## src/rtl/axis_wrapper_pkg.sv

```systemverilog
// ---------------------------------------------------------------------------
// axis_wrapper_pkg
// Shared constants for the AXI-Stream feature wrapper:
//   - stream data widths and the default beats-per-datapoint
//   - accumulator and index widths
//   - bit offsets of the fields inside the 64-bit result word
//   - FSM state encoding
//   - fold_xor(): folds the 64-bit XOR accumulator into the 32-bit result field
// ---------------------------------------------------------------------------
package axis_wrapper_pkg;

  localparam int AXIS_DATA_W     = 64;
  localparam int NUM_PACKETS_DEF = 13;

  localparam int PCNT_W = 16;
  localparam int IDX_W  = 16;
  localparam int BCNT_W = 8;

  // Result word layout: {idx, pcnt, xacc[63:32] ^ xacc[31:0]}
  localparam int RES_IDX_LSB  = 48;
  localparam int RES_PCNT_LSB = 32;
  localparam int RES_XOR_LSB  = 0;
  localparam int RES_XOR_W    = 32;

  typedef enum logic {
    ST_RECV = 1'b0,
    ST_SEND = 1'b1
  } state_t;

  function automatic logic [RES_XOR_W-1:0] fold_xor(input logic [AXIS_DATA_W-1:0] x);
    return x[AXIS_DATA_W-1:RES_XOR_W] ^ x[RES_XOR_W-1:0];
  endfunction

endpackage

```

## src/rtl/packet_accumulator.sv

```systemverilog
// ---------------------------------------------------------------------------
// packet_accumulator
// Per-datapoint accumulators: population count, running XOR and beat count.
// The *_nxt outputs are the values including the beat being accepted this
// cycle, so the caller can capture a finished result on the final beat edge.
//
// Ports:
//   clk       in   clock
//   rst       in   synchronous active-high reset (clears all accumulators)
//   clr       in   clear all accumulators (result handed off)
//   accept    in   a beat is being accepted this cycle
//   din       in   beat data
//   pcnt_nxt  out  popcount total including the current beat
//   xacc_nxt  out  XOR accumulator including the current beat
//   bcnt_nxt  out  beat count including the current beat
// ---------------------------------------------------------------------------
module packet_accumulator
  import axis_wrapper_pkg::*;
#(
  parameter int DATA_W = AXIS_DATA_W
) (
  input  logic              clk,
  input  logic              rst,
  input  logic              clr,
  input  logic              accept,
  input  logic [DATA_W-1:0] din,
  output logic [PCNT_W-1:0] pcnt_nxt,
  output logic [DATA_W-1:0] xacc_nxt,
  output logic [BCNT_W-1:0] bcnt_nxt
);

  logic [PCNT_W-1:0] pcnt_p0;
  logic [DATA_W-1:0] xacc_p0;
  logic [BCNT_W-1:0] bcnt_p0;

  function automatic logic [PCNT_W-1:0] popcount(input logic [DATA_W-1:0] v);
    logic [PCNT_W-1:0] c;
    c = '0;
    for (int i = 0; i < DATA_W; i++) begin
      c = c + {{(PCNT_W-1){1'b0}}, v[i]};
    end
    return c;
  endfunction

  always_comb begin
    pcnt_nxt = pcnt_p0;
    xacc_nxt = xacc_p0;
    bcnt_nxt = bcnt_p0;
    if (accept) begin
      pcnt_nxt = pcnt_p0 + popcount(din);
      xacc_nxt = xacc_p0 ^ din;
      bcnt_nxt = bcnt_p0 + BCNT_W'(1);
    end
  end

  // --- accumulator register stage ---
  always_ff @(posedge clk) begin
    if (rst || clr) begin
      pcnt_p0 <= '0;
      xacc_p0 <= '0;
      bcnt_p0 <= '0;
    end else begin
      pcnt_p0 <= pcnt_nxt;
      xacc_p0 <= xacc_nxt;
      bcnt_p0 <= bcnt_nxt;
    end
  end

endmodule

```

## src/rtl/axis_wrapper_top.sv

```systemverilog
// ---------------------------------------------------------------------------
// axis_wrapper_top
// AXI-Stream wrapper that folds NUM_PACKETS input beats (or fewer when tlast
// arrives early) into one 64-bit result beat:
//   m00_axis_tdata = {idx[15:0], popcount_sum[15:0], xacc[63:32]^xacc[31:0]}
// Receive and send never overlap: while a result is pending the slave side
// is held not-ready.
//
// Ports:
//   s00_axis_aclk    in   clock
//   s00_axis_areset  in   synchronous active-high reset
//   s00_axis_tdata   in   input feature beat
//   s00_axis_tstrb   in   byte strobes (ignored)
//   s00_axis_tvalid  in   input beat valid
//   s00_axis_tlast   in   last beat of the stream
//   s00_axis_tready  out  block accepts an input beat (registered)
//   m00_axis_tdata   out  result beat
//   m00_axis_tvalid  out  result valid
//   m00_axis_tlast   out  last result of the stream
//   m00_axis_tready  in   downstream accepts the result
// ---------------------------------------------------------------------------
module axis_wrapper_top
  import axis_wrapper_pkg::*;
#(
  parameter int C_S00_AXIS_DATA_WIDTH = AXIS_DATA_W,
  parameter int C_M00_AXIS_DATA_WIDTH = AXIS_DATA_W,
  parameter int NUM_PACKETS           = NUM_PACKETS_DEF
) (
  input  logic                               s00_axis_aclk,
  input  logic                               s00_axis_areset,
  input  logic [C_S00_AXIS_DATA_WIDTH-1:0]   s00_axis_tdata,
  input  logic [C_S00_AXIS_DATA_WIDTH/8-1:0] s00_axis_tstrb,
  input  logic                               s00_axis_tvalid,
  input  logic                               s00_axis_tlast,
  output logic                               s00_axis_tready,
  output logic [C_M00_AXIS_DATA_WIDTH-1:0]   m00_axis_tdata,
  output logic                               m00_axis_tvalid,
  output logic                               m00_axis_tlast,
  input  logic                               m00_axis_tready
);

  state_t state_q, state_nxt;

  logic                             s_tready_p1;
  logic                             vld_p1;
  logic                             m_tlast_p1;
  logic [C_M00_AXIS_DATA_WIDTH-1:0] m_tdata_p1;
  logic [C_M00_AXIS_DATA_WIDTH-1:0] result_p0;
  logic [IDX_W-1:0]                 idx_q;

  logic beat_acc;
  logic final_beat;
  logic ld_res;
  logic acc_clr;

  logic [PCNT_W-1:0]                pcnt_nxt;
  logic [C_S00_AXIS_DATA_WIDTH-1:0] xacc_nxt;
  logic [BCNT_W-1:0]                bcnt_nxt;

  // Strobes carry no meaning for this block.
  logic unused_tstrb;
  assign unused_tstrb = ^s00_axis_tstrb;

  // The registered tready is only ever high in RECV, so it doubles as the
  // "state allows receive" qualifier for the handshake.
  assign beat_acc   = s00_axis_tvalid & s_tready_p1;
  // A tlast on the NUM_PACKETS-th beat hits both terms but still yields a
  // single transition, hence a single result.
  assign final_beat = beat_acc &
                      (s00_axis_tlast | (bcnt_nxt == BCNT_W'(NUM_PACKETS)));

  packet_accumulator #(
    .DATA_W (C_S00_AXIS_DATA_WIDTH)
  ) u_acc (
    .clk      (s00_axis_aclk),
    .rst      (s00_axis_areset),
    .clr      (acc_clr),
    .accept   (beat_acc),
    .din      (s00_axis_tdata),
    .pcnt_nxt (pcnt_nxt),
    .xacc_nxt (xacc_nxt),
    .bcnt_nxt (bcnt_nxt)
  );

  always_comb begin
    result_p0 = '0;
    result_p0[RES_IDX_LSB  +: IDX_W]     = idx_q;
    result_p0[RES_PCNT_LSB +: PCNT_W]    = pcnt_nxt;
    result_p0[RES_XOR_LSB  +: RES_XOR_W] = fold_xor(xacc_nxt);
  end

  always_comb begin
    state_nxt = state_q;
    ld_res    = 1'b0;
    acc_clr   = 1'b0;
    case (state_q)
      ST_RECV: begin
        if (final_beat) begin
          state_nxt = ST_SEND;
          ld_res    = 1'b1;
        end
      end
      ST_SEND: begin
        if (m00_axis_tready) begin
          state_nxt = ST_RECV;
          acc_clr   = 1'b1;
        end
      end
      default: state_nxt = ST_RECV;
    endcase
  end

  always_ff @(posedge s00_axis_aclk) begin
    if (s00_axis_areset) begin
      state_q <= ST_RECV;
    end else begin
      state_q <= state_nxt;
    end
  end

  // --- output register stage ---
  always_ff @(posedge s00_axis_aclk) begin
    if (s00_axis_areset) begin
      s_tready_p1 <= 1'b0;
      vld_p1      <= 1'b0;
      m_tlast_p1  <= 1'b0;
      m_tdata_p1  <= '0;
      idx_q       <= '0;
    end else begin
      s_tready_p1 <= (state_nxt == ST_RECV);
      vld_p1      <= (state_nxt == ST_SEND);
      if (ld_res) begin
        m_tdata_p1 <= result_p0;
        m_tlast_p1 <= s00_axis_tlast;
      end
      // acc_clr marks the result handshake; a stream end restarts numbering.
      if (acc_clr) begin
        idx_q <= m_tlast_p1 ? '0 : idx_q + IDX_W'(1);
      end
    end
  end

  assign s00_axis_tready = s_tready_p1;
  assign m00_axis_tvalid = vld_p1;
  assign m00_axis_tlast  = m_tlast_p1;
  assign m00_axis_tdata  = m_tdata_p1;

endmodule

```

## config.mk

```make
export PLATFORM = sky130hd
export DESIGN_NAME = axis_wrapper_top
export DESIGN_NICKNAME = d
export VERILOG_FILES = /design/src/rtl/axis_wrapper_pkg.sv /design/src/rtl/packet_accumulator.sv /design/src/rtl/axis_wrapper_top.sv
export SDC_FILE = /design/constraint.sdc
export NUM_CORES = 1
export LEC_CHECK = 0
export CORE_ASPECT_RATIO = 0.9
export CORE_UTILIZATION = 35
export CTS_BUF_LIST = sky130_fd_sc_hd__clkbuf_4 sky130_fd_sc_hd__clkbuf_8
export CTS_CLUSTER_SIZE = 40
export DETAILED_ROUTE_END_ITERATION = 8
export HOLD_SLACK_MARGIN = 0.03
export PLACE_DENSITY = 0.55
export SYNTH_ARGS = -nofsm -noshare
export SYNTH_HDL_FRONTEND = slang
export SYNTH_SLANG_ARGS = --single-unit
```

## constraint.sdc

```tcl
create_clock -name s00_axis_aclk -period 11 [get_ports s00_axis_aclk]
set_input_delay 2.2 -clock s00_axis_aclk [delete_from_list [all_inputs] [get_ports s00_axis_aclk]]
set_output_delay 2.2 -clock s00_axis_aclk [all_outputs]
set_load 0.05 [all_outputs]
```

# Word level (Yosys, flattened, before mapping)
# Index checks and enable logic that the tools add are counted.
# word_totals
input_bits,77
output_inout_bits,67
reg_bits,171
# op_classes
bitwise,7
muxes,10
eq_ne,1
addsub,66
reduce_logical,1
# ops
cell,count
16-bit by 1-bit adder with 16-bit output,62
64-bit two-way mux,1
64-bit bitwise XOR,1
16-bit two-way mux,2
32-bit bitwise XOR,1
16-bit by 1-bit adder with 16-bit output (second input constant),1
16-bit adder,1
8-bit by 1-bit adder with 8-bit output (second input constant),1
8-bit by 4-bit equality test with 1-bit output (second input constant),1
8-bit two-way mux,1
1-bit two-way mux,5
1-bit by 1-bit adder with 2-bit output,1
1-bit bitwise AND,2
1-bit NOT,2
1-bit case mux with 2 select lines,1
1-bit logical OR,1
1-bit OR,1

# Logic depth before layout (Yosys ltp)
# Gate-level depths: netlist (run 1).
# depth
depth_word,65
ltp_mapped,23

# Hierarchy
# A second synthesis (run 1) with hierarchy kept.
# unflattened
hier_cells,1009
area_unflattened_um2,9626.7
# by_module_without_submodules
mod,seq_area_each_um2,instances,area_per_inst_um2,cells_each
packet_accumulator,1761.7,1,5947.0,629
axis_wrapper_top,1661.6,1,3679.8,380

# Worst setup path after synthesis (run 1)
# No wires, ideal clock.
# synth_timing
path_kind,input to register
from,input s00_axis_tdata[0]
to,"register m_tdata_p1[47], in the netlist m00_axis_tdata[47]"
stages,20
setup_slack_ps,2850
arrival_time_ps,8071
setup_time_ps,79
required_time_ps,10921
cell_sequence,ha_1 > inv_1 > fa_1 > fa_1 > inv_1 > fa_1 > fa_1 > fa_1 > fa_1 > inv_1 > fa_1 > fa_1 > inv_1 > ha_1 > a211oi_1 > o21ai_2 > a211oi_2 > nor4_2 > xnor2_1 > a211oi_2
# synth_between
elab_chain_len,65
# synth_lines
item,line,rtl
from (decl),axis_wrapper_top.sv:31,"input logic [C_S00_AXIS_DATA_WIDTH-1:0] s00_axis_tdata,"
1-bit by 1-bit adder with 2-bit output,packet_accumulator.sv:40,"c = c + {{(PCNT_W-1){1'b0}}, v[i]};"
16-bit by 1-bit adder with 16-bit output (62 in a row),packet_accumulator.sv:40,
16-bit adder,packet_accumulator.sv:50,pcnt_nxt = pcnt_p0 + popcount(din);
16-bit two-way mux,packet_accumulator.sv:49,if (accept) begin
to (signal assigned),axis_wrapper_top.sv:133,m_tdata_p1 <= result_p0;
to (decl),axis_wrapper_top.sv:47,logic [C_M00_AXIS_DATA_WIDTH-1:0] m_tdata_p1;
# No other way between the ends.
# A chain may end at the register's enable or synchronous reset.

# Worst setup path in the final report (run 1)
# layout_timing
from,input s00_axis_tdata[0]
to,"register m_tdata_p1[46], in the netlist m00_axis_tdata[46]"
# The elaborated chain is that of the path after synthesis.

==> results of run 1 <==
==> where the power goes <==
group | internal (µW) | switching [µW] | total, µW
clock network | 186 | 254 | 440
logic | 1120 | 1420 | 2530
registers | 651 | 19.5 | 670
total | 1950 | 1690 | 3640
==> synthesized netlist by cell type, drive strengths merged <==
master   number  area [µm²]
nand4         8       50.05
mux2i         3       30.03
a21boi        1       7.510
a211o         1       8.760
and2          2       12.51
a21o          4       30.03
fa           55        1101
nand3         8       40.04
and2b         3       23.77
or3           2       12.51
ha           40       500.5
and3          3       18.77
o2111ai       1       8.760
and4          2       17.52
o211a         1       10.01
nor2b         2       12.51
xor2         81       709.4
o21a          3       22.52
o21ai         9       52.55
buf          16       103.8
a2111oi       1       15.01
a211oi       15       127.6
inv          91       341.6
dfxtp       171        3423
nor4          2       18.77
nor3b         2       15.01
nand2b        1       6.260
clkbuf       30       112.6
nor2        156       585.6
a21oi        72       360.4
nor3          6       30.03
a22oi         1       7.510
nand2       188       705.7
o21bai        1       7.510
xnor2       111       972.2
==> state kept, by name (all words and copies together) (netlist names) <==
name and cells:
m00_axis_tdata 64, u_acc.xacc_p0 64, idx_q 16, u_acc.pcnt_p0 16, u_acc.bcnt_p0 8, m00_axis_tlast 1, m00_axis_tvalid 1, s00_axis_tready 1
==> tightest hold or removal path: cells and delay by family (launching register included) <==
kind               cells  cell delay, ns
and+or+nand+nor        1            0.05
DFF                    1            0.32
AOI/OAI and AO/OA      1            0.05
==> through the flow <==
stage	cell area [µm²]	worst slack [ns]	utilization, %
after floorplan	9502	2.850	-
after global placement	11120	1.920	42.23
final	11500	2.396	43.65
after global routing	11500	2.073	43.65
after CTS	11500	2.401	43.65
after detailed placement	11120	1.935	42.23
==> layer usage <==
metal	vias up	GRT usage, %	wire [µm]
met5	-	0	0
met4	0	3.975	181
met3	8	3.247	838
met2	97	26.07	9670
met1	3339	23.73	11630
li1	3618	-	-
==> logic make-up (layout without fill, tap and decap cells) <==
| family | count (synthesis) | after routing | synth area share [%] |
|---|---|---|---|
| compound gates | 110 | 110 | 6.927 |
| xor+xnor | 192 | 192 | 17.70 |
| fa+ha+maj | 95 | 95 | 16.86 |
| buf+inv | 137 | 264 | 5.873 |
| flops | 171 | 171 | 36.03 |
| mux | 3 | 3 | 0.3161 |
| simple gates | 385 | 385 | 16.30 |
==> final cells by class <==
class / instances / area [µm²] / share of cell area [%]
Tap cell: 348 / 435.4 / 3.786
Clock buffer: 18 / 241.5 / 2.100
Timing Repair Buffer: 141 / 1391 / 12.10
Clock inverter: 14 / 133.9 / 1.164
Multi-Input combinational cell: 785 / 5533 / 48.11
Sequential cell: 171 / 3423 / 29.77
Inverter: 91 / 341.6 / 2.970
==> worst max path at each step <==
stage                                       to               from  cells past startpoint
2_1_floorplan  m00_axis_tdata[47]$_SDFFE_PP0P_  s00_axis_tdata[0]                     20
3_5_place_dp   m00_axis_tdata[46]$_SDFFE_PP0P_  s00_axis_tdata[0]                     21
6_report       m00_axis_tdata[46]$_SDFFE_PP0P_  s00_axis_tdata[0]                     21
5_1_grt        m00_axis_tdata[45]$_SDFFE_PP0P_  s00_axis_tdata[0]                     21
4_1_cts        m00_axis_tdata[46]$_SDFFE_PP0P_  s00_axis_tdata[0]                     21
3_3_place_gp   m00_axis_tdata[47]$_SDFFE_PP0P_  s00_axis_tdata[0]                     21
==> impl_metrics.yaml, run 1 <==
run_status:
  outcome: "finished clean"
critical_path:
  crit_path_start_kind: "primary input"
  slowest_stage: "fa_1"
  path_delay_family: "adder cells"
  reg2reg_depth: 23
  critPathKind: "primary input to register"
  rr_endpoint: "m00_axis_tdata[46]$_SDFFE_PP0P_"
  rrSetupSlack_ns: 4.56
  crit_buf_inv: 4
  cp_cell_sequence: "clkdlybuf4s50_1 > ha_1 > inv_1 > fa_1 > fa_1 > fa_1 > fa_1 > fa_1 > fa_1 > fa_1 > fa_1 > inv_1 > ha_1 > inv_1 > fa_1 > and2b_2 > o2111ai_1 > a211o_1 > a21oi_1 > xnor2_1 > a211oi_1"
  crit_path_end_kind: "register"
  crit_fanout: 3
  r2r_start: "u_acc.pcnt_p0[0]$_SDFF_PP0_"
  cp_data_required_time_ns: 11.30
  worst_path_most_repeated_cell: "fa_1"
  critPathArrivalTime_ns: 8.90
  cpPeakStageDelay_ns: 0.58
floorplanning:
  rows: 56
  start_util_pct: 36.07
  die_w_um: 175.7
  io_pins: 144
  core-area_mm2: 0.02635
  die_h_um: 158.3
  die_area_mm2: 0.02781
layout:
  layout-drive-gt1-share_pct: 4.098
  nNetsFinal: 1379
  fill_cells: 2720
  final_cells: 1568
  final_common_cell: "nand2_1"
  antennaDiodeCount: 0
  area_growth_pct: 21.03
  final_cell_mix: "nand2_1, dfxtp_1, nor2_1"
route:
  drt_iter0_markers: 263
  drt_first_pass_iters: 4
  drt-total-wl_mm: 22.32
  drc_errors: 0
  viasPerCell: 4.504
  drtAntennaViolNets: 0
  post_drt_wl_per_cell_um: 14.23
  dr_total_vias: 7062
cts:
  insertion_delay_ns: 0.46
  cts_made_buffers: 17
  cts_tree: "built"
  ctsHoldBuffers: 0
  cts-htree-levels: 4
  ctsResizeCount: 0
  cts_setup_buffers: 0
  clock_sinks: 171
  cts_buffer_depth: 2
  root_buffer: "clkbuf_8"
  clkSlewWorstSetupHoldPaths_ns: 0.09
synth:
  syn_nets: 1265
  ys_ff_latch: 171
  ys_types: 43
  yosysWarningCount: 0
  yosysSeqAreaShare_pct: 36.03
  avgSynthCellArea_um2: 8.693
  netlist_instances: 1093
  netlist_area_mm2: 0.009502
global_routing:
  grt_pass1_wl_mm: 36.26
  grt-ovfl-total: 0
  antenna_found_initial: 0
  grt_max_degree: 89
  first_global_vias: 6948
  track_usage_pct: 16.73
power:
  power.total_uw: 3644
  p_leak_uw: 0.004537
  power.density_mw_per_mm2: 316.9
  peakVddDrop_v: 0.0006032
hold_path:
  worstHoldStart: "m00_axis_tdata[5]$_SDFFE_PP0P_"
  hp-class: "register to register"
  whs_path_depth: 2
  hold_end: "m00_axis_tdata[5]$_SDFFE_PP0P_"
timing:
  slew_headroom_pct: 34.59
  max_freq_mhz: 116.2
  tns_ns: 0
  skew_ns: 0.01787
  period_share_pct: 78.21
  finalHoldViolCount: 0
  worstMarginPinSlew_ns: 0.9812
  setup-violations-final: 0
  grt_setup_unrepaired: "false"
  min_period_ns: 8.604
  slew_violations: 0
  holdWs_ns: 0.4533
placement:
  port_buffers: 135
  dpl.cell_count: 1536
  gp_congestion: 0.8063
  dp_hpwl_mm: 15.85
job:
  drv_cap: 0
Power figures use the tool's default switching activity.
==> run 2, diff against run 1 <==
--- a/config.mk
+++ b/config.mk
@@ -11,7 +11,7 @@
 export CTS_CLUSTER_SIZE = 40
 export DETAILED_ROUTE_END_ITERATION = 8
 export HOLD_SLACK_MARGIN = 0.03
-export PLACE_DENSITY = 0.55
+export PLACE_DENSITY = 0.57
 export SYNTH_ARGS = -nofsm -noshare
 export SYNTH_HDL_FRONTEND = slang
 export SYNTH_SLANG_ARGS = --single-unit
==> constraint.sdc (replaced) <==
create_clock -name s00_axis_aclk -period 7.9 [get_ports s00_axis_aclk]
set_input_delay 1.58 -clock s00_axis_aclk [delete_from_list [all_inputs] [get_ports s00_axis_aclk]]
set_output_delay 1.58 -clock s00_axis_aclk [all_outputs]
set_load 0.05 [all_outputs]
==> run 2 against run 1 <==
Clock skew is 0.0029 ns higher. Combinational power increased by 81%. Wire length up 1.3%. Clock power grew 52%.
==> impl_metrics.yaml, run 2 (synthesis results as in run 1) <==
layout:
  area_growth_pct: 25.59
  nNetsFinal: 1418
  multi_input_area_mm2: 0.005603
  layout-drive-gt1-share_pct: 7.949
  register_area_mm2: 0.003423
  fill_cells: 2639
  antennaDiodeCount: 0
  final_common_cell: "nand2_1"
  final_cell_mix: "nand2_1, dfxtp_1, nor2_1"
  final_area_mm2: 0.01193
critical_path:
  crit_path_end_kind: "register"
  reg2reg_depth: 23
  slowest_stage: "fa_1"
  worst_path_most_repeated_cell: "fa_1"
  crit_fanout: 3
  critPathKind: "primary input to register"
  r2r_start: "u_acc.pcnt_p0[0]$_SDFF_PP0_"
  critPathArrivalTime_ns: 7.97
  rrSetupSlack_ns: 1.51
  cp_data_required_time_ns: 8.21
  cpPeakStageDelay_ns: 0.55
  crit_path_start_kind: "primary input"
  rr_endpoint: "m00_axis_tdata[46]$_SDFFE_PP0P_"
  cp_cell_sequence: "clkdlybuf4s50_1 > inv_1 > fa_1 > fa_1 > inv_2 > fa_1 > inv_1 > fa_1 > fa_1 > fa_1 > fa_1 > fa_1 > inv_2 > ha_4 > inv_1 > fa_2 > and2b_2 > o2111ai_4 > a211o_1 > a21oi_1 > xnor2_1 > a211oi_2"
timing:
  setup-violations-final: 0
  fin_ws_ns: 0.2382
  holdWs_ns: 0.4543
  worstMarginPinSlew_ns: 0.9901
  tns_ns: 0
  finalHoldViolCount: 0
  slew_headroom_pct: 33.99
  slew_violations: 0
  period_share_pct: 96.98
  grt_setup_unrepaired: "false"
  min_period_ns: 7.662
  skew_ns: 0.02074
  max_freq_mhz: 130.5
cts:
  cts_tree: "built"
  clock_sinks: 171
  cts_buffer_depth: 2
  root_buffer: "clkbuf_8"
  clkSlewWorstSetupHoldPaths_ns: 0.09
  cts-htree-levels: 4
  insertion_delay_ns: 0.48
  cts_made_buffers: 17
placement:
  dp_hpwl_mm: 16.16
  placed_area_mm2: 0.01141
  gp_congestion: 0.8068
  place_worst_setup_slack_ns: -0.5132
  port_buffers: 135
route:
  drc_errors: 0
  post_drt_wl_per_cell_um: 14.08
  drt_iter0_markers: 348
  viasPerCell: 4.476
  dr_total_vias: 7189
  drtAntennaViolNets: 0
  drt_first_pass_iters: 4
  drt-total-wl_mm: 22.61
hold_path:
  hp-class: "register to register"
  worstHoldStart: "m00_axis_tdata[28]$_SDFFE_PP0P_"
  whs_path_depth: 2
  hold_end: "m00_axis_tdata[28]$_SDFFE_PP0P_"
global_routing:
  grt_pass1_wl_mm: 36.80
  first_global_vias: 7148
  grt-ovfl-total: 0
  grt_max_degree: 89
  antenna_found_initial: 0
  track_usage_pct: 17.09
floorplanning:
  io_pins: 144
  rows: 56
  die_h_um: 158.3
  die_w_um: 175.7
  die_area_mm2: 0.02781
  start_util_pct: 36.07
  core-area_mm2: 0.02635
run_status:
  outcome: "finished clean"
power:
  power.density_mw_per_mm2: 517.4
  peakVddDrop_v: 0.0009194
  p_leak_uw: 0.004857
job:
  drv_cap: 0
==> run 2: cell count changes in the layout (fill, tap and decap cells not counted), moves of 3 or more <==
| cell | before | now |
|---|---|---|
| buf_4 | 6 | 45 |
| dlymetal6s2s_1 | 0 | 12 |
| a211oi_1 | 12 | 9 |
| a211oi_2 | 3 | 6 |
| clkdlybuf4s50_1 | 134 | 122 |
==> run 2: how the worst max path moves through the flow <==
stage                                  start                               to  depth (start not counted)
after global placement     s00_axis_tdata[1]  m00_axis_tdata[42]$_SDFFE_PP0P_                         21
after global routing      s00_axis_tdata[26]  m00_axis_tdata[44]$_SDFFE_PP0P_                         22
final                     s00_axis_tdata[26]  m00_axis_tdata[46]$_SDFFE_PP0P_                         22
after floorplan            s00_axis_tdata[0]  m00_axis_tdata[47]$_SDFFE_PP0P_                         20
after CTS                  s00_axis_tdata[1]  m00_axis_tdata[42]$_SDFFE_PP0P_                         21
after detailed placement   s00_axis_tdata[1]  m00_axis_tdata[42]$_SDFFE_PP0P_                         21
==> run 2: stage by stage <==
step / instances / power [µW] / utilization (%)
after CTS: 1605 / 5903 / 44.89
final: 1606 / 6174 / 45.29
after global placement: 1574 / 5177 / 43.31
after detailed placement: 1574 / 5175 / 43.31
after global routing: 1606 / 6808 / 45.29
after floorplan: 1093 / 3759 / -
==> run 2: final cells by class <==
| cell class | instances | share of cell area, % |
|---|---|---|
| clock inverters | 14 | 1.520 |
| flip-flops and latches | 171 | 28.69 |
| multi-input cells | 785 | 46.95 |
| well taps | 348 | 3.649 |
| inverters | 91 | 2.863 |
| repair buffers | 180 | 14.37 |
| clock buffers | 17 | 1.961 |
==> run 2: timing repair <==
item                       in CTS  in global routing
hold buffers                    0                  0
buffers inserted                0                  1
hold endpoints to repair        0                  0
gates resized for setup         0                 26
setup endpoints to repair       0                 23
==> run 2: power by group <==
part           total, µW  leakage (µW)  internal, µW  switching (µW)
Combinational       4570       0.00327          2210            2360
Sequential           934       0.00139           906            27.6
Clock                669      0.000202           318             351
==> run 2: worst max-delay path: cells and delay by family <==
family / cells / cell delay [ns]
AO/OA/AOI/OAI: 4 / 0.79
XOR/XNOR: 1 / 0.18
adder cells (fa/ha/maj): 10 / 4.36
buffers and inverters: 6 / 0.80
AND/OR/NAND/NOR: 1 / 0.25
==> run 2: metal layers <==
metal	global-route usage, %	share of wire (%)
met4	4.596	0.93
met3	3.629	4.6
met5	0	0
met1	23.83	51
met2	26.65	44
